[config.mk]
export PLATFORM = sky130hd
export DESIGN_NAME = stream_mux_rr
export DESIGN_NICKNAME = d
export VERILOG_FILES = /design/src/rtl/stream_mux_rr.sv
export SDC_FILE = /design/constraint.sdc
export NUM_CORES = 1
export LEC_CHECK = 0
export ABC_AREA = 1
export BUFFER_PORTS_ARGS = -buffer_cell sky130_fd_sc_hd__buf_2
export CAP_MARGIN = 0
export CORE_UTILIZATION = 52
export CTS_BUF_LIST = sky130_fd_sc_hd__clkbuf_4
export DETAILED_ROUTE_END_ITERATION = 16
export GPL_ROUTABILITY_DRIVEN = 0
export PLACE_DENSITY = 0.88
export SETUP_SLACK_MARGIN = 0.1
export SLEW_MARGIN = 10
export SYNTH_ARGS = -nofsm -noshare
export SYNTH_HDL_FRONTEND = slang
export SYNTH_SLANG_ARGS = --single-unit
[constraint.sdc]
create_clock -name clk -period 3.9 [get_ports clk]
set_clock_uncertainty 0.1 [all_clocks]
set_input_delay 0.78 -clock clk [delete_from_list [all_inputs] [get_ports clk]]
set_output_delay 0.78 -clock clk [all_outputs]
set_load 0.05 [all_outputs]
[src/rtl/stream_mux_rr.sv]
// N-to-1 stream multiplexer with a single output register.
// Arbitration is either a fixed channel select or round-robin.
module stream_mux_rr #(
   parameter int  WIDTH  = 8,
   parameter int  NUM_CH = 4,
   localparam int SEL_W  = (NUM_CH > 1) ? $clog2(NUM_CH) : 1
) (
   input  logic                    clk,
   input  logic                    rst_n,
   input  logic [NUM_CH*WIDTH-1:0] in_data,
   input  logic [NUM_CH-1:0]       in_valid,
   output logic [NUM_CH-1:0]       in_ready,
   input  logic                    mode,
   input  logic [SEL_W-1:0]        sel,
   output logic [WIDTH-1:0]        out_data,
   output logic [SEL_W-1:0]        out_ch,
   output logic                    out_valid,
   input  logic                    out_ready
);

   typedef enum logic {EMPTY = 1'b0, FULL = 1'b1} state_t;

   state_t            state_q, state_d;
   logic [WIDTH-1:0]  data_q, data_d;
   logic [SEL_W-1:0]  ch_q, ch_d;
   logic [SEL_W-1:0]  ptr_q, ptr_d;

   logic [NUM_CH-1:0] grant;
   logic [SEL_W-1:0]  gnt_idx;
   logic [WIDTH-1:0]  gnt_data;
   logic              load_en;
   logic              accept;

   // First valid channel after p, wrapping around; p itself is searched last.
   function automatic logic [NUM_CH-1:0] rr_pick(input logic [NUM_CH-1:0] v,
                                                 input logic [SEL_W-1:0]  p);
      logic [NUM_CH-1:0] g;
      logic              found;
      int                pos;
      g     = '0;
      found = 1'b0;
      for (int k = 1; k <= NUM_CH; k++) begin
         pos = int'(p) + k;
         if (pos >= NUM_CH) pos = pos - NUM_CH;
         for (int i = 0; i < NUM_CH; i++) begin
            if (!found && (i == pos) && v[i]) begin
               g[i]  = 1'b1;
               found = 1'b1;
            end
         end
      end
      return g;
   endfunction

   always_comb begin
      grant = '0;
      if (!mode) begin
         for (int i = 0; i < NUM_CH; i++) begin
            if (sel == SEL_W'(i)) grant[i] = in_valid[i];
         end
      end else begin
         grant = rr_pick(in_valid, ptr_q);
      end
   end

   always_comb begin
      gnt_idx  = '0;
      gnt_data = '0;
      for (int i = 0; i < NUM_CH; i++) begin
         if (grant[i]) begin
            gnt_idx  = SEL_W'(i);
            gnt_data = in_data[i*WIDTH +: WIDTH];
         end
      end
   end

   // in_ready is held low while reset is asserted even though the state reads EMPTY.
   assign load_en  = (state_q == EMPTY) | out_ready;
   assign in_ready = grant & {NUM_CH{load_en & rst_n}};
   assign accept   = |in_ready;

   always_comb begin
      state_d = state_q;
      data_d  = data_q;
      ch_d    = ch_q;
      ptr_d   = ptr_q;
      if (accept) begin
         state_d = FULL;
         data_d  = gnt_data;
         ch_d    = gnt_idx;
         ptr_d   = gnt_idx;
      end else if (out_ready) begin
         state_d = EMPTY;
      end
   end

   always_ff @(posedge clk or negedge rst_n) begin
      if (!rst_n) begin
         state_q <= EMPTY;
         data_q  <= '0;
         ch_q    <= '0;
         ptr_q   <= SEL_W'(NUM_CH - 1);
      end else begin
         state_q <= state_d;
         data_q  <= data_d;
         ch_q    <= ch_d;
         ptr_q   <= ptr_d;
      end
   end

   assign out_data  = data_q;
   assign out_ch    = ch_q;
   assign out_valid = (state_q == FULL);

endmodule

==> flow_summary.yaml <==
timing:
  rsz0062_at_grt: "false"
  post-route-min-period_ps: 3505
  finalCritPeriodShare: 0.8986
  finalSetupTns_ps: 0
  tightest_slew_ps: 671.6
  holdWs_ps: 272.6
  setup_viol: 0
  hold_viol_final: 0
  setup_ws_ps: 395.3
  maxSlewViolCount: 0
  max_slew_margin: 0.5493
  fmax_ghz: 0.2853
route:
  drt_iter0_markers: 41
  ant_nets: 0
  wl_per_cell_um: 10.93
  first_pass_iters: 4
  vias: 1476
  avgViaCountPerCell: 5.216
  drc: 0
  wirelength_um: 3094
min_path:
  hold_class: "input port to asynchronous set/reset pin"
worst_setup_path:
  end_kind: "primary output"
  crit_type: "flip-flop to primary output"
  critical-path-max-stage-delay_ps: 650
  crit_chain: "nor2_2 > nand2_1 > nand2_1 > nor2_4 > nand4_2 > nor2_4 > nand4_2 > nor2_4 > nand4_1 > nand2_1 > nand2_2 > nor2_4 > buf_2"
  critPathSlowestCell: "dfstp_2"
  path_max_fanout: 9
  required_ps: 3020
  crit_top_cell: "nor2_4"
  crit_arrival_ps: 2620
  start_kind: "flip-flop"
final_layout:
  diodes: 0
  drive_gt1_frac: 0.3294
  fin_nets: 298
  syn_to_final_growth_pct: 26.56
  fin_util: 0.6980
clock_network:
  clk_root_buffer_cell: "clkbuf_4"
  clk_pin_slew_ps: 80
  cts.sinks: 13
  cts_made_buffers: 3
  postCtsSetupRepairBufs: 0
  cts_tree: "done"
  htree_levels: 1
  cts_resized: 0
  postCtsHoldBufs: 0
  clock_latency_ps: 280
  cts.path.max_buffers: 2
grt:
  grt_max_degree: 15
  antenna_found_initial: 0
  grt_pass1_wl_um: 5444
  grt_pass1_vias: 1372
  grt_use_total: 0.2765
  overflow: 0
synth:
  syn_inst: 198
  syn_nets: 240
  synthFlopType: "dfrtp_1"
  synth_area_per_cell_sq_um: 6.161
  ys_ff_latch: 13
  synth.top_cells.by_count: "nand2_1, nand3_1, inv_1, nor2_1, dfrtp_1"
  seq_area_frac_synth: 0.2687
  synth_largest_area_cell: "dfrtp_1"
  yosysMostFrequentCell: "nand2_1"
  yosys_warnings: 0
  synth_area_sq_mm: 0.001220
  synthDistinctLibCells: 25
  yosysTopAreaCellShare: 0.2256
  async_reset_ff_frac: 1.000
  synth_edf_count: 0
  ys_top_cells_by_area: "dfrtp_1, nand2_1, nand3_1"
pwr:
  p_leak_nw: 0.9183
  ir_drop_mv: 0.5903
  power.density_mw_per_mm2: 722.0
run_status:
  outcome: "finished, final reports clean"
floorplanning:
  initial_core_util: 0.5515
  io_pins: 57
  placementRows: 17
  die_area_sq_mm: 0.002544
  die_y_um: 50.44
  die_width_um: 50.44
  core_area_sq_mm: 0.002212
job:
  maxCapViolCount: 0
place:
  hpwl_um: 2535
  port_buffers: 56
  preCtsSetupSlack_ps: 447.9
-- registers in the layout, summed over array words and instances, names as in the netlist --
signal and count:
out_data 8, out_ch 2, ptr_q 2, out_valid 1
-- through the flow --
step	area, sq um	cells	power, mW
2_1_floorplan	1220	198	0.8697
3_3_place_gp	1514	279	1.013
3_5_place_dp	1514	279	1.026
4_1_cts	1544	283	1.119
5_1_grt	1544	283	1.206
6_report	1544	283	1.115
-- layout make-up --
class	count	area, sq um
fill	208	668.1
timing repair buffer	57	287.8
inverter	28	105.1
multi-input combinational	153	758.2
sequential	13	327.8
clock buffer	4	30.03
tap	28	35.03
-- cells in the final DEF (no fill, tap or decap), drive strengths merged, types with 2 or more instances in the layout --
cell type / n
nand2: 66
buf: 57
nand3: 38
nor2: 31
inv: 27
dfrtp: 11
nand4: 8
clkbuf: 4
o211ai: 3
o31ai: 2
dfstp: 2
-- final timing paths --
check | start | depth (start not counted) | to | slack (ps)
hold reg to reg | out_ch[0] | 2 | out_ch[0] | 390
min in group clk | out_ch[0] | 2 | out_ch[0] | 390
hold / removal | rst_n | 1 | out_data[0] | 270
max in group asynchronous | rst_n | 1 | ptr_q[0] | 3140
setup reg to reg | ptr_q[0] | 15 | out_data[5] | 1150
setup / recovery | ptr_q[0] | 13 | in_ready[2] | 400
-- kinds of logic after synthesis --
| family | synth area share |
|---|---|
| AO/OA/AOI/OAI | 0.05025 |
| flip-flops | 0.2687 |
| AND/OR/NAND/NOR | 0.5713 |
| buffers and inverters | 0.1097 |
-- critical path: cells and delay by family (launching register included) --
kind / cells / cell delay (ps)
DFF: 1 / 650
and+or+nand+nor: 12 / 1410
buffers and inverters: 1 / 280
-- power breakdown --
part / total (mW) / switching [mW] / internal, mW
Sequential: 0.264 / 0.0546 / 0.210
Combinational: 0.758 / 0.548 / 0.209
Clock: 0.0928 / 0.0461 / 0.0467
Total: 1.11 / 0.649 / 0.466
-- metal layers --
| metal | up-vias | share of wire | global-route usage |
|---|---|---|---|
| met5 | - | 0 | 0 |
| met4 | 0 | 0.016 | 0.1019 |
| met3 | 6 | 0.066 | 0.05455 |
| met2 | 61 | 0.51 | 0.4822 |
| met1 | 658 | 0.41 | 0.3333 |
| li1 | 751 | - | - |
Power figures use the tool's default switching activity.
